<file path="src/rtl/periph_bus_pkg.sv">
// periph_bus_pkg: shared types and address-map constants for the peripheral
// bus arbiter and its region decoder.
package periph_bus_pkg;

    // Arbiter sequencing states, kept as plain constants of a 2-bit type
    typedef logic [1:0] arb_state_t;
    localparam arb_state_t ST_IDLE   = 2'd0;
    localparam arb_state_t ST_ACCESS = 2'd1;
    localparam arb_state_t ST_RESP   = 2'd2;

    // Slave regions reachable through the shared bus
    typedef enum logic [1:0] {
        REGION_DMEM  = 2'd0,
        REGION_TBMAN = 2'd1,
        REGION_TIMER = 2'd2,
        REGION_NONE  = 2'd3
    } region_t;

    // DMEM is matched on the top nibble, the small peripherals on a 4 KiB page
    localparam logic [3:0]  DMEM_MATCH  = 4'h1;
    localparam logic [19:0] TBMAN_MATCH = 20'h8000F;
    localparam logic [19:0] TIMER_MATCH = 20'h80001;

    // Priority-ordered address decode: DMEM first, then TBMAN, then TIMER
    function automatic region_t decode_region(input logic [31:0] addr);
        region_t region;
        region = REGION_NONE;
        if (addr[31:28] == DMEM_MATCH) begin
            region = REGION_DMEM;
        end else if (addr[31:12] == TBMAN_MATCH) begin
            region = REGION_TBMAN;
        end else if (addr[31:12] == TIMER_MATCH) begin
            region = REGION_TIMER;
        end
        return region;
    endfunction

endpackage

</file>
<file path="src/rtl/periph_region_decode.sv">
// periph_region_decode: purely combinational address decoder producing
// active-low region selects and an unmapped flag. Outputs are not qualified
// by any valid; the arbiter gates them with s_valid.
module periph_region_decode
    import periph_bus_pkg::*;
(
    input  logic [31:0] addr,
    output logic        dmem_sel_n,
    output logic        tbman_sel_n,
    output logic        timer_sel_n,
    output logic        unmapped
);

    region_t region;

    // Map the address to a region and fan that out into one-hot-low selects
    always_comb begin
        region      = decode_region(addr);
        dmem_sel_n  = (region != REGION_DMEM);
        tbman_sel_n = (region != REGION_TBMAN);
        timer_sel_n = (region != REGION_TIMER);
        unmapped    = (region == REGION_NONE);
    end

endmodule

</file>
<file path="src/rtl/periph_bus_arbiter.sv">
// periph_bus_arbiter: two-master round-robin arbiter and single-outstanding
// sequencer for the shared peripheral bus (IDLE -> ACCESS -> RESP).
// Optional feature macro: PERIPH_ARB_TIMEOUT_EN enables the ACCESS timeout
// counter and its error completion; without it ACCESS waits for s_ready.
module periph_bus_arbiter
    import periph_bus_pkg::*;
#(
    parameter int unsigned TIMEOUT_CYCLES = 16
) (
    input  logic        clk,
    input  logic        rst,
    input  logic        m0_req,
    input  logic        m0_we,
    input  logic [31:0] m0_addr,
    input  logic [31:0] m0_wdata,
    input  logic [3:0]  m0_be,
    output logic        m0_gnt,
    output logic        m0_rvalid,
    output logic [31:0] m0_rdata,
    output logic        m0_err,
    input  logic        m1_req,
    input  logic        m1_we,
    input  logic [31:0] m1_addr,
    input  logic [31:0] m1_wdata,
    input  logic [3:0]  m1_be,
    output logic        m1_gnt,
    output logic        m1_rvalid,
    output logic [31:0] m1_rdata,
    output logic        m1_err,
    output logic        s_valid,
    output logic        s_we,
    output logic [31:0] s_addr,
    output logic [31:0] s_wdata,
    output logic [3:0]  s_be,
    output logic        cs_dmem_n,
    output logic        cs_tbman_n,
    output logic        cs_timer_n,
    input  logic        s_ready,
    input  logic [31:0] s_rdata
);

    arb_state_t  state_q, state_d;
    // The most recent grantee is also the owner of the transaction in flight,
    // so one register serves both round-robin history and response routing.
    logic        last_owner_q, last_owner_d;
    logic        s_we_q, s_we_d;
    logic [31:0] s_addr_q, s_addr_d;
    logic [31:0] s_wdata_q, s_wdata_d;
    logic [3:0]  s_be_q, s_be_d;
    logic [31:0] rdata_q, rdata_d;
    logic        err_q, err_d;

    logic        dmem_sel_n, tbman_sel_n, timer_sel_n, unmapped;
    logic        tmo_expired;

`ifdef PERIPH_ARB_TIMEOUT_EN
    localparam int unsigned CNT_W = $clog2(TIMEOUT_CYCLES + 1);
    localparam logic [CNT_W-1:0] CNT_LAST = CNT_W'(TIMEOUT_CYCLES - 1);

    logic [CNT_W-1:0] tmo_cnt_q, tmo_cnt_d;

    // The counter holds the number of ACCESS cycles already spent, so the
    // last permitted cycle is the one where it reads TIMEOUT_CYCLES-1.
    assign tmo_expired = (tmo_cnt_q == CNT_LAST);
`else
    logic unused_timeout_cfg;

    assign unused_timeout_cfg = (TIMEOUT_CYCLES != 0);
    assign tmo_expired        = 1'b0;
`endif

    periph_region_decode u_decode (
        .addr        (s_addr_q),
        .dmem_sel_n  (dmem_sel_n),
        .tbman_sel_n (tbman_sel_n),
        .timer_sel_n (timer_sel_n),
        .unmapped    (unmapped)
    );

    // Round-robin grant, only offered while idle and never during reset
    always_comb begin
        m0_gnt = 1'b0;
        m1_gnt = 1'b0;
        if (state_q == ST_IDLE && !rst) begin
            if (m0_req && m1_req) begin
                m0_gnt = last_owner_q;
                m1_gnt = !last_owner_q;
            end else begin
                m0_gnt = m0_req;
                m1_gnt = m1_req;
            end
        end
    end

    // Next-state logic: capture on grant, complete in ACCESS, respond in RESP
    always_comb begin
        state_d      = state_q;
        last_owner_d = last_owner_q;
        s_we_d       = s_we_q;
        s_addr_d     = s_addr_q;
        s_wdata_d    = s_wdata_q;
        s_be_d       = s_be_q;
        rdata_d      = rdata_q;
        err_d        = err_q;
`ifdef PERIPH_ARB_TIMEOUT_EN
        tmo_cnt_d    = tmo_cnt_q;
`endif
        case (state_q)
            ST_IDLE: begin
                if (m0_gnt || m1_gnt) begin
                    last_owner_d = m1_gnt;
                    s_we_d       = m1_gnt ? m1_we    : m0_we;
                    s_addr_d     = m1_gnt ? m1_addr  : m0_addr;
                    s_wdata_d    = m1_gnt ? m1_wdata : m0_wdata;
                    s_be_d       = m1_gnt ? m1_be    : m0_be;
                    state_d      = ST_ACCESS;
`ifdef PERIPH_ARB_TIMEOUT_EN
                    tmo_cnt_d    = '0;
`endif
                end
            end
            ST_ACCESS: begin
                if (unmapped) begin
                    rdata_d = '0;
                    err_d   = 1'b1;
                    state_d = ST_RESP;
                end else if (s_ready) begin
                    rdata_d = s_we_q ? 32'h0 : s_rdata;
                    err_d   = 1'b0;
                    state_d = ST_RESP;
                end else if (tmo_expired) begin
                    rdata_d = '0;
                    err_d   = 1'b1;
                    state_d = ST_RESP;
                end else begin
`ifdef PERIPH_ARB_TIMEOUT_EN
                    tmo_cnt_d = tmo_cnt_q + 1'b1;
`endif
                end
            end
            ST_RESP: begin
                state_d = ST_IDLE;
            end
            default: begin
                state_d = ST_IDLE;
            end
        endcase
    end

    // State registers; reset aborts any transaction in flight
    always_ff @(posedge clk or posedge rst) begin
        if (rst) begin
            state_q      <= ST_IDLE;
            last_owner_q <= 1'b1;
            s_we_q       <= 1'b0;
            s_addr_q     <= '0;
            s_wdata_q    <= '0;
            s_be_q       <= '0;
            rdata_q      <= '0;
            err_q        <= 1'b0;
`ifdef PERIPH_ARB_TIMEOUT_EN
            tmo_cnt_q    <= '0;
`endif
        end else begin
            state_q      <= state_d;
            last_owner_q <= last_owner_d;
            s_we_q       <= s_we_d;
            s_addr_q     <= s_addr_d;
            s_wdata_q    <= s_wdata_d;
            s_be_q       <= s_be_d;
            rdata_q      <= rdata_d;
            err_q        <= err_d;
`ifdef PERIPH_ARB_TIMEOUT_EN
            tmo_cnt_q    <= tmo_cnt_d;
`endif
        end
    end

    assign s_valid    = (state_q == ST_ACCESS);
    assign s_we       = s_we_q;
    assign s_addr     = s_addr_q;
    assign s_wdata    = s_wdata_q;
    assign s_be       = s_be_q;
    assign cs_dmem_n  = !s_valid || dmem_sel_n;
    assign cs_tbman_n = !s_valid || tbman_sel_n;
    assign cs_timer_n = !s_valid || timer_sel_n;

    assign m0_rvalid  = (state_q == ST_RESP) && !last_owner_q;
    assign m1_rvalid  = (state_q == ST_RESP) && last_owner_q;
    assign m0_rdata   = m0_rvalid ? rdata_q : 32'h0;
    assign m1_rdata   = m1_rvalid ? rdata_q : 32'h0;
    assign m0_err     = m0_rvalid && err_q;
    assign m1_err     = m1_rvalid && err_q;

endmodule

</file>
<file path="config.mk">
export PLATFORM = sky130hd
export DESIGN_NAME = periph_bus_arbiter
export DESIGN_NICKNAME = d
export VERILOG_FILES = /design/src/rtl/periph_bus_pkg.sv /design/src/rtl/periph_region_decode.sv /design/src/rtl/periph_bus_arbiter.sv
export SDC_FILE = /design/constraint.sdc
export NUM_CORES = 1
export LEC_CHECK = 0
export CORE_ASPECT_RATIO = 0.8
export CORE_UTILIZATION = 30
export CTS_BUF_LIST = sky130_fd_sc_hd__clkbuf_8
export DETAILED_ROUTE_END_ITERATION = 16
export GPL_TIMING_DRIVEN = 1
export HOLD_SLACK_MARGIN = 0.12
export PLACE_DENSITY = 0.67
export SLEW_MARGIN = 15
export SYNTH_ARGS = -nofsm -noshare
export SYNTH_HDL_FRONTEND = slang
export SYNTH_SLANG_ARGS = --single-unit
</file>
<file path="constraint.sdc">
create_clock -name clk -period 4.65 [get_ports clk]
set_input_delay 1.395 -clock clk [delete_from_list [all_inputs] [get_ports clk]]
set_output_delay 1.395 -clock clk [all_outputs]
set_load 0.02 [all_outputs]
</file>
Word level (Yosys, flattened, before mapping) --
Cells that the tools add are included.
Storage, ports and cells: register bits 105, bits in latches 0, memory bits (writable) 0, ROM bits 0, input bits 175, word-level logic and storage cells 59, memories 0
Cells by class: add/sub/neg operators 0, multipliers 0, div/mod/pow operators 0, order comparisons 0, equal/unequal tests 10, shift operators 0, mux-type cells 22, bitwise operators 0, reduce and logical (&&, ||, !) cells 19
Operator list (count):
- 2-to-1 mux 32 bit | 7
- == test 20 bit (second input constant) | 2
- 2-to-1 mux 2 bit | 5
- 2-to-1 mux 1 bit | 8
- logical AND 1 bit | 6
- AND reduction 2 bit | 3
- == test 2 bit (second input constant) | 2
- == test 4 x 1 -> 1 bit (second input constant) | 1
- logical OR 1 bit | 4
- 2-to-1 mux 4 bit | 1
- != test 2 x 1 -> 1 bit (second input constant) | 2
- case mux 2 bit (2 select lines) | 1
- nonzero test 2 bit | 2
- zero test 1 bit | 3
- != test 3 x 1 -> 1 bit (second input constant) | 1
- == test 2 x 1 -> 1 bit (second input constant) | 1
- zero test 2 bit | 1
- != test 2 bit (second input constant) | 1

Logic depth before layout (Yosys ltp) --
Gate-level depths: netlist of the first run.
depth in word-level cells 7, depth in mapped cells 7, gate-level depth less buffers 5

Modules after synthesis --
A second synthesis of the first run with hierarchy kept.
Unflattened totals: cell total of the unflattened synthesis 648, area, all modules 5706.7 um^2
By module, submodules not included:
- periph_bus_arbiter | instances 1, cells each 635, area an instance 5584.1 um^2, sequential area each 2628.8 um^2
- periph_region_decode | instances 1, cells each 13, area an instance 122.6 um^2, sequential area each 0.0 um^2

Worst setup path before layout of the first run --
OpenSTA, ideal clock, no wires.
path kind input-to-output, start point in rst, end point out m0_gnt, arrival time 2177 ps, setup slack 1078 ps, stages on the path 4, path buffers 1, cell sequence nor3_1 nand3_1 inv_2 buf_2
On the way: cells in the longest elaborated chain, start to end 3
RTL lines:
- start, declared | RTL line periph_bus_arbiter.sv:11 | input logic rst,
- zero test 1 bit (no source line)
- logical AND 1 bit | RTL line periph_bus_arbiter.sv:84 | if (state_q == ST_IDLE && !rst) begin
- 2-to-1 mux 1 bit | RTL line periph_bus_arbiter.sv:84
- end, declared | RTL line periph_bus_arbiter.sv:17 | output logic m0_gnt,
No other way between the ends.

Worst setup path after layout of the first run --
Ends and elaborated chain as after synthesis.

==> impl_metrics.ini, run 1 <==
[outcome]
status = finished, final reports clean

[power]
seq_power_share = 0.370
powerDensity_nw_per_um2 = 467
ir_drop_v = 0.000288
p_leak_nw = 3.62
swShare = 0.411
p_switching_mw = 1.67
p_comb_frac = 0.503
clockPowerShare = 0.127
p_int_mw = 2.40

[setup_path]
startpoint = rst
rr_worst_depth = 5
startpoint_type = primary input
cp.depth = 6
crit_family = buffers and inverters
slowest_stage = clkdlybuf4s50_1
crit_chain = clkdlybuf4s50_1 -> nor3_1 -> buf_4 -> nand3_2 -> inv_2 -> clkdlybuf4s50_1
critical_path_buf_inv_count = 4
critPathMostFrequentCell = clkdlybuf4s50_1
crit_required_ns = 3.25
crit_fanout = 2
critical_path_class = primary input to primary output
critPathCaptureType = primary output
r2r_start = last_owner_q
slowest_delay_ns = 0.62
crit_arrival_ns = 3.02

[die]
rows = 42
die_h_um = 120
initial_utilization = 0.310
die_w_um = 149
top_level_ports = 318
die-area_um2 = 17900
coreArea_um2 = 16800

[global_route]
grt_usage = 0.197
grt_antenna_before_repair = 0
met1_usage = 0.239
grt_max_degree = 100
grt-busiest-layer = met2
gr-total-overflow = 0
grt_pass1_wl_mm = 27.2
grt_pass1_vias = 5099
grtUsageMet3 = 0.0719
met2_usage = 0.330

[routing]
wire_per_inst_um = 15.3
viasPerCell = 4.63
drt_wl_total_mm = 17.6
first_pass_iters = 4
num_vias = 5323
drt_iter0_drc = 158
drc_errors = 0
antenna_left = 0

[place]
io_buffers = 317
dp.cells = 1134
pre_cts_ws_ns = 0.162
hpwl_mm = 12.5
place_congestion = 0.774

[timing]
hold_viol = 0
slew_headroom = 0.251
setup_violations = 0
fin_ws_ns = 0.235
skew_ns = 0.0105
layout_min_cycle_time_ns = 4.41
rsz0062_at_grt = false
tns_ns = 0
max_slew.worst_pin.slew_ns = 1.12
finalCritPeriodShare = 0.949
slew_viol_final = 0
fmax_ghz = 0.227
whs_ns = 0.504

[synth]
synthDominantCellAreaShare = 0.500
ys_warn_count = 0
syn_area_um2 = 5200
synth_cells = 631
synth_cell_type_count = 32
ys_top_cells_by_area = dfrtp_1, nand2_1, a31oi_1
yosysTopAreaCell = dfrtp_1
avgSynthCellArea_um2 = 8.24
ys_ff_latch = 105
syn-num-nets = 806
seq_area_frac_synth = 0.505

[finish]
final_util = 0.521
area_delta_synth_final_pct = 68.0
fin_cells = 1149
final_nets = 1100
drive_above_1_share = 0.0474
n_fill_cell = 1611
antennaDiodeCount = 0

[worst_hold_path]
hold_start = last_owner_q
hold-path-cell-count = 2
hp-class = register to register

[cts]
ctsHoldBuffers = 0
h-tree-depth = 3
cts_tree = done
clock-root-buffer = clkbuf_8
cts_buffers = 9
clock_sinks = 105
cts_resized = 0
cts.clk_slew.worst_paths_ns = 0.09
insertion_delay_ns = 0.39
post_cts_buffers = 0
cts_buffer_depth = 2

[flow_run]
drv_cap = 0
==> cell type report <==
type | instances | area (µm²) | area share
tap | 220 | 275 | 0.0315
clock inverter | 6 | 37.5 | 0.00430
sequential | 105 | 2630 | 0.301
inverter | 4 | 17.5 | 0.00201
timing repair buffer | 331 | 3280 | 0.375
multi-input combinational | 474 | 2370 | 0.272
clock buffer | 9 | 124 | 0.0142
==> synth_stat cells <==
cell,count
nor4_1,1
nor3b_1,1
inv_2,1
nor2_1,72
or2b_1,1
nor4bb_1,1
nor4_4,1
o41ai_4,1
o21ai_2,2
nor4b_2,1
clkbuf_1,37
inv_1,3
buf_2,4
nand2b_1,2
and3_1,1
nor4b_1,1
and3b_1,1
o31ai_4,1
o21ai_1,30
o21ba_2,1
nand2_1,180
nand3_1,34
dfrtp_1,104
nand3_2,1
nor3_1,4
and2_1,66
a211o_1,1
nand3b_4,1
dfstp_2,1
buf_6,3
a31oi_1,69
buf_1,4
==> placed cells by master (no fill, tap or decap), drive strengths merged, types with 2 or more instances in the layout <==
master,instances
clkbuf,9
clkdlybuf4s50,317
clkinvlp,2
dfrtp,104
nor4b,2
a31oi,69
o21ai,32
and2,66
nand2b,2
nor3,4
buf,14
nand3,35
inv,5
nor2,72
nor4,2
clkinv,3
nand2,180
==> power by group through the flow <==
stage	Clock, mW	Combinational (mW)	Sequential, mW
2_1_floorplan	0	0.686	1.86
3_3_place_gp	0	2.07	1.52
3_5_place_dp	0	2.07	1.52
4_1_cts	0.535	2.08	1.51
5_1_grt	0.566	2.22	1.56
6_report	0.519	2.05	1.51
==> per-stage QoR <==
step	instance area (µm²)	power, mW
2_1_floorplan	5200	2.55
3_3_place_gp	8570	3.59
3_5_place_dp	8570	3.60
4_1_cts	8740	4.13
5_1_grt	8740	4.34
6_report	8740	4.08
==> kinds of logic (layout without fill, tap and decap cells) <==
group / Yosys count / count (layout) / synth area share
AOI/OAI and AO/OA: 105 / 105 / 0.128
and+or+nand+nor: 369 / 369 / 0.324
DFF: 105 / 105 / 0.505
buffers and inverters: 52 / 350 / 0.0428
==> tightest hold or removal path, cell delays in order, from the launching register on <==
cell and delay (ns):
dfstp_2 0.41, nand2_1 0.06, nand2_1 0.04
==> registers in the layout, indices dropped and copies added, names as in the netlist <==
name / flops
rdata_q: 32
s_addr: 32
s_wdata: 32
s_be: 4
state_q: 2
err_q: 1
last_owner_q: 1
s_we: 1
==> path summary, 6_finish.rpt <==
| check | endpoint | slack (ns) |
|---|---|---|
| setup / recovery | m0_gnt | 0.24 |
| hold / removal | last_owner_q | 0.50 |
| setup reg to reg | s_addr[15] | 2.31 |
| hold reg to reg | last_owner_q | 0.50 |
| max in group asynchronous | s_addr[25] | 2.21 |
| min in group asynchronous | state_q[1] | 1.64 |
==> layer usage <==
layer / vias to the layer above / routed length [µm]
li1: 2675 / -
met3: 17 / 1480
met5: - / 0
met4: 0 / 257
met1: 2424 / 7590
met2: 207 / 8240
(Power assumes the default switching activity.)
==> inputs of run 2 (changes only) <==
- CAP_MARGIN: not set -> 20
- CORE_AREA: not set -> 2 2 122 124
- CORE_ASPECT_RATIO: 0.8 -> not set
- CORE_UTILIZATION: 30 -> not set
- DIE_AREA: not set -> 0 0 124 126
- PLACE_DENSITY: 0.67 -> 0.79
==> run 2 against run 1 <==
  * Clock skew increased by 0.0032 ns
  * Sequential share of layout area about the same
  * Total power increased by 2.4%
  * Setup slack improved by 0.015 ns
  * Core utilization increased by 9.0 points
  * Wire length decreased by 0.26%
  * First-iteration DRC count increased by 120%
  * Register-to-register slack got worse by 0.02 ns
==> impl_metrics.ini, run 2 (synthesis results as in run 1) <==
[cts]
cts_buffer_depth = 2
clock_sinks = 105
cts_buffers = 9
cts.clk_slew.worst_paths_ns = 0.09
h-tree-depth = 3
cts_resized = 0
clock-root-buffer = clkbuf_8
cts_tree = done
insertion_delay_ns = 0.38
ctsHoldBuffers = 0
post_cts_buffers = 0

[setup_path]
r2r_start = last_owner_q
critPathCaptureType = primary output
crit_fanout = 2
crit_arrival_ns = 3.00
crit_required_ns = 3.25
startpoint = rst
critical_path_class = primary input to primary output
startpoint_type = primary input
regToRegSetupSlack_ns = 2.29
timing.rr.end = s_addr[17]
rr_worst_depth = 5
worstSetupEndpoint = m1_gnt

[die]
rows = 44
coreArea_um2 = 14300
initial_utilization = 0.363
die-area_um2 = 15600
die_h_um = 126
die_w_um = 124
top_level_ports = 318

[global_route]
grt_max_degree = 113
met2_usage = 0.385
grt_pass1_wl_mm = 27.4
grt_usage = 0.226
grtUsageMet3 = 0.0716
grt_pass1_vias = 5280
grt_antenna_before_repair = 0
grt-busiest-layer = met2
met1_usage = 0.263
gr-total-overflow = 0

[timing]
slew_viol_final = 0
skew_ns = 0.0137
hold_viol = 0
max_slew.worst_pin.slew_ns = 1.05
fmax_ghz = 0.227
setup_violations = 0
tns_ns = 0
finalCritPeriodShare = 0.946
slew_headroom = 0.303
rsz0062_at_grt = false
layout_min_cycle_time_ns = 4.40

[power]
powerDensity_nw_per_um2 = 477
ir_drop_v = 0.000328
p_leak_nw = 3.64

[routing]
drt_iter0_drc = 345
viasPerCell = 4.94
drc_errors = 0
antenna_left = 0
wire_per_inst_um = 15.8
drt_wl_total_mm = 17.5
num_vias = 5489
first_pass_iters = 4

[finish]
drive_above_1_share = 0.0453
layout_commonest_cell = clkdlybuf4s50_1
antennaDiodeCount = 0
mostFrequentLayoutCells = clkdlybuf4s50_1, nand2_1, dfrtp_1
fin_area_um2 = 8750
area_delta_synth_final_pct = 68.2
final_nets = 1097

[place]
place_congestion = 0.833
hpwl_mm = 12.9
io_buffers = 317
place_area_um2 = 8510

[worst_hold_path]
hp-class = register to register

[outcome]
status = finished, final reports clean

[flow_run]
drv_cap = 0
## run 2: cell count changes in the layout (fill, tap and decap cells not counted)
cell        before  now
buf_12           0    1
buf_16           0    1
bufinv_16        0    1
buf_4           14    9
clkinv_2         2    1
clkinvlp_4       2    1
clkbuf_8         9   11
## run 2: metrics by stage
stage | power, mW | util | instances | worst slack [ns] | hold WS, ns
detailed placement | 3.60 | 0.595 | 1094 | 0.255 | 0.489
floorplan | 2.55 | - | 631 | 0.496 | 0.452
global route | 4.43 | 0.611 | 1111 | 0.136 | 0.530
CTS | 4.21 | 0.609 | 1110 | 0.240 | 0.505
global placement | 3.57 | 0.595 | 1094 | 0.249 | 0.486
finish | 4.18 | 0.611 | 1111 | 0.250 | 0.501
## run 2: area by class of cell
type / instances / area [µm²]
inverters: 4 / 17.5
clock inverters: 5 / 55.1
clock buffers: 11 / 151
well taps: 184 / 230
flip-flops and latches: 105 / 2630
multi-input cells: 474 / 2370
fillers: 1293 / 5570
repair buffers: 328 / 3290
## run 2: report_power, final
group	switching [mW]	internal (mW)	leakage [nW]	total (mW)
registers	0.252	1.25	1.29	1.50
clock network	0.317	0.277	0.107	0.594
logic	1.11	0.964	2.24	2.08
total	1.68	2.49	3.64	4.18
## run 2: layer usage
metal	wire length [µm]	up-vias
li1	-	2672
met3	1690	29
met5	0	-
met1	6860	2555
met2	8450	233
met4	517	0
## run 2: worst min path at each step
stage | slack [ns] | cells past startpoint | startpoint | to
5_1_grt | 0.53 | 2 | last_owner_q | last_owner_q
3_5_place_dp | 0.49 | 2 | last_owner_q | last_owner_q
6_report | 0.50 | 2 | last_owner_q | last_owner_q
3_3_place_gp | 0.49 | 2 | last_owner_q | last_owner_q
2_1_floorplan | 0.45 | 2 | err_q | err_q
4_1_cts | 0.51 | 2 | last_owner_q | last_owner_q
## run 2: worst max-delay path, stage by stage
cell	delay, ns
clkdlybuf4s50_1	0.50
nor3_1	0.18
buf_4	0.16
nand3_4	0.07
inv_1	0.08
clkdlybuf4s50_1	0.63
==> inputs of run 3 (changes only) <==
- CTS_CLUSTER_SIZE: not set -> 28
==> results of run 3 <==
Same layout as run 2: the final DEF is identical, and so are final timing and power.
